File: config.mk
export PLATFORM = sky130hd
export DESIGN_NAME = seg7_scan_mux
export DESIGN_NICKNAME = d
export VERILOG_FILES = /design/src/rtl/seg7_scan_mux_pkg.sv /design/src/rtl/seg7_scan_mux_prescaler.sv /design/src/rtl/seg7_scan_mux.sv
export SDC_FILE = /design/constraint.sdc
export NUM_CORES = 1
export LEC_CHECK = 0
export BUFFER_PORTS_ARGS = -buffer_cell sky130_fd_sc_hd__buf_2
export CORE_UTILIZATION = 30
export CTS_CLUSTER_SIZE = 20
export DETAILED_ROUTE_END_ITERATION = 10
export HOLD_SLACK_MARGIN = 0.12
export SYNTH_ARGS = -nofsm -noshare
export SYNTH_HDL_FRONTEND = slang
export SYNTH_SLANG_ARGS = --single-unit
File: constraint.sdc
create_clock -name clk -period 4.72 [get_ports clk]
set_input_delay 0.236 -clock clk [delete_from_list [all_inputs] [get_ports clk]]
set_output_delay 0.236 -clock clk [all_outputs]
set_load 0.03 [all_outputs]
File: src/rtl/seg7_scan_mux_pkg.sv
// Shared definitions for the seg7_scan_mux display scanner: FSM states and
// default geometry/timing parameters.
package seg7_scan_mux_pkg;

  typedef enum logic {
    ST_GAP = 1'b0,
    ST_ON  = 1'b1
  } scan_state_t;

  localparam int DEF_NUM_DIGITS = 4;
  localparam int DEF_CLK_DIV    = 50000;
  localparam int DEF_DIV_W      = 16;

endpackage

File: src/rtl/seg7_scan_mux_prescaler.sv
// Digit-slot prescaler: counts CLK_DIV clocks per slot and flags the last
// cycle of each slot with tick.
module seg7_scan_mux_prescaler
  import seg7_scan_mux_pkg::*;
#(
  parameter int CLK_DIV = DEF_CLK_DIV,
  parameter int DIV_W   = DEF_DIV_W
) (
  input  logic clk,
  input  logic rst,
  input  logic en,
  output logic tick
);

  localparam logic [DIV_W-1:0] CNT_LAST = DIV_W'(CLK_DIV - 1);

  logic [DIV_W-1:0] cnt;

  assign tick = (cnt == CNT_LAST);

  always_ff @(posedge clk or posedge rst) begin
    if (rst) begin
      cnt <= '0;
    end else if (en) begin
      cnt <= tick ? '0 : cnt + DIV_W'(1);
    end
  end

endmodule

File: src/rtl/seg7_scan_mux.sv
// Time-multiplexed common-anode 7-segment scanner with double-buffered data.
// Optional macro LEADING_ZERO_BLANK_EN darkens leading zero digits.
module seg7_scan_mux
  import seg7_scan_mux_pkg::*;
#(
  parameter int NUM_DIGITS = DEF_NUM_DIGITS,
  parameter int CLK_DIV    = DEF_CLK_DIV,
  parameter int DIV_W      = DEF_DIV_W
) (
  input  logic                    clk,
  input  logic                    rst,
  input  logic [4*NUM_DIGITS-1:0] data_in,
  input  logic                    load,
  input  logic                    blank,
  output logic [3:0]              nibble_out,
  output logic [NUM_DIGITS-1:0]   an,
  output logic                    frame_start
);

  localparam int                   IDX_W    = $clog2(NUM_DIGITS);
  localparam logic [IDX_W-1:0]     IDX_LAST = IDX_W'(NUM_DIGITS - 1);
  localparam logic [NUM_DIGITS-1:0] AN_OFF  = '1;

  scan_state_t             state, state_n;
  logic [IDX_W-1:0]        idx, idx_n;
  logic [4*NUM_DIGITS-1:0] active, active_n;
  logic [4*NUM_DIGITS-1:0] pend, pend_n;
  logic                    pend_valid, pend_valid_n;
  logic                    started, started_n;
  logic [NUM_DIGITS-1:0]   an_n;
  logic [3:0]              nibble_n;
  logic                    frame_start_n;
  logic                    tick;
  logic                    boundary;
  logic                    lead_zero;

  // Prescaler is held for the single post-reset gap so the first slot is full length.
  seg7_scan_mux_prescaler #(
    .CLK_DIV (CLK_DIV),
    .DIV_W   (DIV_W)
  ) u_prescaler (
    .clk  (clk),
    .rst  (rst),
    .en   (started),
    .tick (tick)
  );

`ifdef LEADING_ZERO_BLANK_EN
  always_comb begin
    lead_zero = (idx != '0);
    for (int k = 0; k < NUM_DIGITS; k++) begin
      if (k >= int'(idx) && active[4*k +: 4] != 4'h0) begin
        lead_zero = 1'b0;
      end
    end
  end
`else
  assign lead_zero = 1'b0;
`endif

  assign boundary = (state == ST_ON) && tick && (idx == IDX_LAST);

  always_ff @(posedge clk or posedge rst) begin
    if (rst) begin
      state       <= ST_GAP;
      idx         <= '0;
      active      <= '0;
      pend        <= '0;
      pend_valid  <= 1'b0;
      started     <= 1'b0;
      an          <= AN_OFF;
      nibble_out  <= 4'h0;
      frame_start <= 1'b0;
    end else begin
      state       <= state_n;
      idx         <= idx_n;
      active      <= active_n;
      pend        <= pend_n;
      pend_valid  <= pend_valid_n;
      started     <= started_n;
      an          <= an_n;
      nibble_out  <= nibble_n;
      frame_start <= frame_start_n;
    end
  end

  // A load landing exactly on the frame boundary bypasses the pending buffer.
  always_comb begin
    state_n       = state;
    idx_n         = idx;
    active_n      = active;
    pend_n        = pend;
    pend_valid_n  = pend_valid;
    started_n     = started;
    an_n          = an;
    nibble_n      = nibble_out;
    frame_start_n = 1'b0;

    if (load) begin
      pend_n       = data_in;
      pend_valid_n = 1'b1;
    end

    if (boundary) begin
      if (load) begin
        active_n     = data_in;
        pend_valid_n = 1'b0;
      end else if (pend_valid) begin
        active_n     = pend;
        pend_valid_n = 1'b0;
      end
    end

    case (state)
      ST_GAP: begin
        if (!started) begin
          started_n     = 1'b1;
          frame_start_n = (idx == '0);
        end else begin
          state_n  = ST_ON;
          nibble_n = active[{idx, 2'b00} +: 4];
          an_n     = (blank || lead_zero) ? AN_OFF
                                          : ~(NUM_DIGITS'(1) << idx);
        end
      end
      ST_ON: begin
        if (tick) begin
          state_n       = ST_GAP;
          an_n          = AN_OFF;
          idx_n         = (idx == IDX_LAST) ? '0 : idx + IDX_W'(1);
          frame_start_n = (idx == IDX_LAST);
        end
      end
      default: begin
        state_n = ST_GAP;
        an_n    = AN_OFF;
      end
    endcase
  end

endmodule

**Yosys cells after proc, flatten, opt, wreduce, memory -nomap -nowiden**

Cells that the tools add are included.
Widths: inputs -> output; s select.

- Bits in registers: 62
- Bits of input ports: 20
- Output and inout port bits: 9
- Word-level logic and storage cells: 46

- Add/subtract/negate cells: 2
- Equal/unequal tests: 4
- Shifts and indexed selects: 2
- Muxes and demuxes: 18
- Bitwise gates (word level): 2
- Reductions and logical operators: 8

Operators with widths:

| kind | number |
|---|---|
| $mux 16 | 3 |
| $add 16x1->16 const B | 1 |
| $eq 16x16->1 const B | 1 |
| $shiftx 16x5->4 | 1 |
| $mux 4 | 3 |
| $mux 1 | 8 |
| $pmux 4 s2 | 1 |
| $reduce_and 2->1 | 4 |
| $not 4->4 | 1 |
| $pmux 1 s2 | 2 |
| $shl 1x2->4 const A | 1 |
| $add 2x1->2 const B | 1 |
| $eq 2x2->1 const B | 1 |
| $logic_and 1x1->1 | 2 |
| $logic_not 2->1 | 1 |
| $mux 2 | 1 |
| $ne 2x1->1 const B | 1 |
| $ne 2x2->1 const B | 1 |
| $reduce_bool 2->1 | 1 |
| $not 1->1 | 1 |

**Logic depth before layout (Yosys ltp)**

- Depth in word-level cells: 5
- Mapped depth: 6
- Depth with buffers taken out: 5

**Hierarchy**

From an unflattened synthesis, not the netlist that was laid out.

- Cells, all modules: 201
- Area total of the unflattened synthesis: 2782.7 um2

By module, submodules not included:

| module | times used | cells an instance | area each (um2) | seq. area each (um2) |
|---|---|---|---|---|
| seg7_scan_mux | 1 | 118 | 1950.6 | 1156.1 |
| seg7_scan_mux_prescaler | 1 | 83 | 832.0 | 400.4 |

**Worst setup path after synthesis**

No wires, ideal clock.

- Path kind: register to register
- Start point: register u_prescaler.cnt[0]
- End point: register active[0]
- Setup time: 125 ps
- Arrival time: 1778 ps
- Data required time: 4595 ps
- Setup slack: 2817 ps
- Cell stages (with the launch flop): 7
- Path buffers: 1
- Clock period less this slack: 1903 ps
- Cell sequence: dfrtp_1 -> ha_1 -> and4b_1 -> nand4_4 -> nor3_4 -> buf_12 -> mux2_4

- Cells in the longest elaborated chain, start to end: 4

Ends and longest elaborated chain:

| element | line | source |
|---|---|---|
| start, declared | seg7_scan_mux_prescaler.sv:17 | `logic [DIV_W-1:0] cnt;` |
| start signal, assigned | seg7_scan_mux_prescaler.sv:25 | `cnt <= tick ? '0 : cnt + DIV_W'(1);` |
| $eq 16x16->1 | seg7_scan_mux_prescaler.sv:19 | `assign tick = (cnt == CNT_LAST);` |
| $logic_and 1x1->1 (2 in series) | seg7_scan_mux.sv:61 | `assign boundary = (state == ST_ON) && tick && (idx == IDX_LAST);` |
| $reduce_and 2->1 (no line) | n/a |  |
| end signal, assigned | seg7_scan_mux.sv:77 | `active <= active_n;` |
| end, declared | seg7_scan_mux.sv:26 | `logic [4*NUM_DIGITS-1:0] active, active_n;` |

Every way passes these cells.
A chain may end at the register's enable or synchronous reset.

**Worst setup path in the final report**

- Start point: register u_prescaler.cnt[0]
- End point: register active[7]

The elaborated chain is that of the path after synthesis.

==> results.txt <==
----------------------------------------------------
[GRT]
  Maximum number of pins on one net before global-route repair ... 63
  Number of global-route vias before repair ... 1725
  Global route overflow ... 0
  Initial antenna violation count ... 0
  Total track usage ... 11.5%
  Global-route wire length before repair ... 8.46 mm

[Synthesis]
  Mapped Nets ... 222
  Cell count after synthesis ... 197
  Mux cell area share after synthesis ... 21.0%
  Synth cell types ... 35
  Area fraction in compound gates after synthesis ... 3.24%
  Share of synthesized area occupied by flip-flops and latches ... 56.7%
  Per-instance average area after synthesis ... 13.9 um2
  Combined area of all synthesized cells ... 2750 um2
  Arithmetic-cell share of the synthesized area counting full adders, half adders and majority gates ... 2.28%
  Combinational family with the most area after synthesis ... multiplexers
  Xor/xnor share of the synthesized area ... 3.83%
  Area fraction in and, or, nand and nor cells after synthesis ... 10.7%
  Number of synthesis warnings ... 0
  Yosys reg bits ... 62

[Die]
  Area of the die ... 9540 um2
  Area of the placeable core ... 8810 um2
  Boundary pin count ... 29
  Standard-cell rows ... 34
  Chip Width ... 97.7 um
  Vertical extent of the die ... 97.7 um
  Initial core utilization ... 31.2%

[Placed design]
  Post-Place Cells ... 328
  Detail Placement HPWL ... 3.31 mm
  Final Wtd Congestion ... 0.756
  Count of buffers from port buffering ... 28

[STA]
  Final period util ... 50.9%
  Final total negative setup slack ... 0 ns
  Shortest clock period the worst path allows after layout ... 2.40 ns
  Slew at the pin with the worst max-slew slack ... 0.962 ns
  Count of final max-slew check failures ... 0
  Hold Vio Cnt, Final ... 0
  Fmax ... 416 MHz
  RSZ-0062 raised after global routing ... no
  Relative max-transition margin ... 35.7%
  Clock skew ... 0.00976 ns
  Setup-failing EPs final ... 0

[Critical path]
  CP arrival ... 2.62 ns
  Sort of element at the end of the critical path ... register
  Largest driver fanout on the critical path ... 16
  Classification of the worst setup path ... register to register
  Req. time, crit path ... 4.94 ns
  Critical path launch point type ... register
  Cells on worst reg2reg path ... 5

[Power]
  Internal power component ... 879 uW
  Net Sw Power ... 251 uW
  Worst IR drop on VDD ... 193 uV
  Proportion of power drawn by flip-flops and latches ... 49.4%
  Proportion of power drawn by the clock network ... 45.6%
  Sw Ratio ... 22.2%
  Logic pwr share ... 5.0%
  Pwr dens ... 352 nW/um2
  Leak Pwr ... 0.00145 uW

[Detailed routing]
  Vias per inst ... 4.66
  Count of antenna-violating nets left after detailed routing ... 0
  Routed WL per cell ... 14.0 um
  Residual DRC ... 2
  Pre-antenna DRT Iters ... 7
  Routed wire length ... 4.82 mm
  Via count ... 1603
  Iter 0 DRT Violations ... 92

[Status]
  Result of the run ... finished with violations
  Failing checks ... design-rule violations

[Layout]
  Diodes inserted ... 0
  Final non-filler cell total ... 344
  Fillcell total ... 834
  Fraction of final layout cells with drive strength greater than 1 ... 41.9%
  Layout Nets ... 256
  P&R area growth vs syn ... 17.0%

[Clock network]
  Post-CTS clock slew at the launch and capture registers of the worst setup and hold paths ... 0.07 ns
  CTS tree ... done
  CTS Root Cell ... sky130_fd_sc_hd__clkbuf_8
  Insertion delay of the later-clocked pin in the worst-skew pair ... 0.34 ns
  Num CTS Buffers ... 9
  Post-cts hold buffer count ... 0
  Number of levels in the clock H-tree ... 3
  Number of gates given a new drive strength after cts ... 0
  Number of clock sinks ... 62
  Max Root-Sink Buffers ... 2
  Count of buffers added by post-CTS timing repair for setup ... 0

[Hold path]
  Class of the worst hold path ... input pin to async pin

[Run]
  Count of maximum capacitance violations ... 0

----------------------------------------------------
cell families (layout without fill, tap and decap cells):
logic type | count (synthesis) | after routing
buf+inv | 12 | 51
mux | 44 | 44
fa+ha+maj | 5 | 5
xor+xnor | 12 | 12
simple gates | 50 | 50
compound gates | 12 | 12
flops | 62 | 62
metrics by stage:
step	setup slack (ns)	cell area, um2	total power, uW	utilization, %	hold WS (ns)
floorplan	2.82	2750	607	-	0.400
global placement	2.40	2990	626	33.9	0.480
detailed placement	2.30	2990	628	33.9	0.485
CTS	2.27	3210	1150	36.5	0.127
global route	2.14	3210	1170	36.5	0.143
finish	2.32	3210	1130	36.5	0.116
worst paths after layout:
path / start / endpoint / slack (ns)
min in group clk: data_in[14] / pend[14] / 0.15
hold / removal: rst / nibble_out[3] / 0.12
hold reg to reg: pend[3] / pend[3] / 0.49
max in group asynchronous: rst / idx[1] / 4.10
setup reg to reg: u_prescaler.cnt[0] / active[7] / 2.32
setup / recovery: u_prescaler.cnt[0] / active[7] / 2.32
synthesized netlist by cell type (all sizes together):
cell     instances  area share [%]
dfrtp           58              53
and4bb           1            0.46
ha               5             2.3
xor2             3            0.96
clkbuf           4            0.55
and4             1            0.36
nor2            15             2.1
mux4             4             3.3
dfstp            4             3.8
and3             3            0.73
nand3            6             1.1
nand4            4             1.5
buf              2            0.87
a2bb2oi          3            0.96
nor4             3             1.2
a21o             1            0.27
inv              6            0.82
mux2            39              17
o21ai            1            0.18
nand2           11             1.5
a22o             1            0.32
nor4b            1            0.32
o2bb2ai          1            0.32
o22a             2            0.64
xnor2            9             2.9
and4b            1            0.36
mux2i            1            0.36
nor3             4             1.1
a21oi            3            0.55
worst max-delay path, stage by stage (launching register included):
cell and delay [ns]:
sky130_fd_sc_hd__dfrtp_1 0.40, sky130_fd_sc_hd__ha_1 0.21, sky130_fd_sc_hd__and4b_1 0.26, sky130_fd_sc_hd__nand4_4 0.16, sky130_fd_sc_hd__nor3_4 0.83, sky130_fd_sc_hd__mux2_2 0.41
power by group through the flow:
stage	combinational, uW	sequential [uW]	clock [uW]
final	56.4	559	515
after global routing	64.0	561	548
after CTS	58.8	559	531
after detailed placement	58.5	569	0
after global placement	57.5	569	0
after floorplan	36.9	570	0
state kept, by name, indices dropped and copies added, names as in the netlist:
register         count
pend_valid           1
frame_start          1
nibble_out           4
state                1
idx                  2
active              16
pend                16
an                   4
u_prescaler.cnt     16
started              1
per-layer routing:
| metal | share of wire (%) | global-route usage (%) | up-vias |
|---|---|---|---|
| li1 | - | - | 767 |
| met1 | 48 | 15.0 | 803 |
| met2 | 47 | 17.7 | 25 |
| met3 | 3.3 | 3.02 | 8 |
| met4 | 1.8 | 5.59 | 0 |
| met5 | 0 | 0 | - |
placed cells by master (no fill, tap or decap), types with 2 or more instances in the layout:
| cell type | n |
|---|---|
| sky130_fd_sc_hd__nand4_1 | 3 |
| sky130_fd_sc_hd__nand3_1 | 6 |
| sky130_fd_sc_hd__nor3_1 | 3 |
| sky130_fd_sc_hd__and3_1 | 2 |
| sky130_fd_sc_hd__buf_2 | 28 |
| sky130_fd_sc_hd__a21oi_1 | 3 |
| sky130_fd_sc_hd__clkbuf_8 | 9 |
| sky130_fd_sc_hd__ha_1 | 5 |
| sky130_fd_sc_hd__xor2_1 | 3 |
| sky130_fd_sc_hd__mux2_4 | 10 |
| sky130_fd_sc_hd__inv_1 | 5 |
| sky130_fd_sc_hd__xnor2_1 | 9 |
| sky130_fd_sc_hd__mux4_2 | 4 |
| sky130_fd_sc_hd__a2bb2oi_1 | 3 |
| sky130_fd_sc_hd__clkinv_4 | 3 |
| sky130_fd_sc_hd__dfstp_2 | 4 |
| sky130_fd_sc_hd__o22a_1 | 2 |
| sky130_fd_sc_hd__nor4_1 | 2 |
| sky130_fd_sc_hd__bufinv_16 | 2 |
| sky130_fd_sc_hd__mux2_2 | 29 |
| sky130_fd_sc_hd__dfrtp_1 | 58 |
| sky130_fd_sc_hd__nand2_1 | 11 |
| sky130_fd_sc_hd__nor2_1 | 15 |
layout make-up:
cell class | count | area, um2 | share of cell area (%)
clock buffer | 9 | 124 | 3.86
clock inverter | 7 | 98.8 | 3.08
timing repair buffer | 29 | 148 | 4.60
multi-input combinational | 123 | 1130 | 35.1
inverter | 6 | 22.5 | 0.701
sequential | 62 | 1560 | 48.5
tap | 108 | 135 | 4.21
Power figures use the tool's default switching activity.
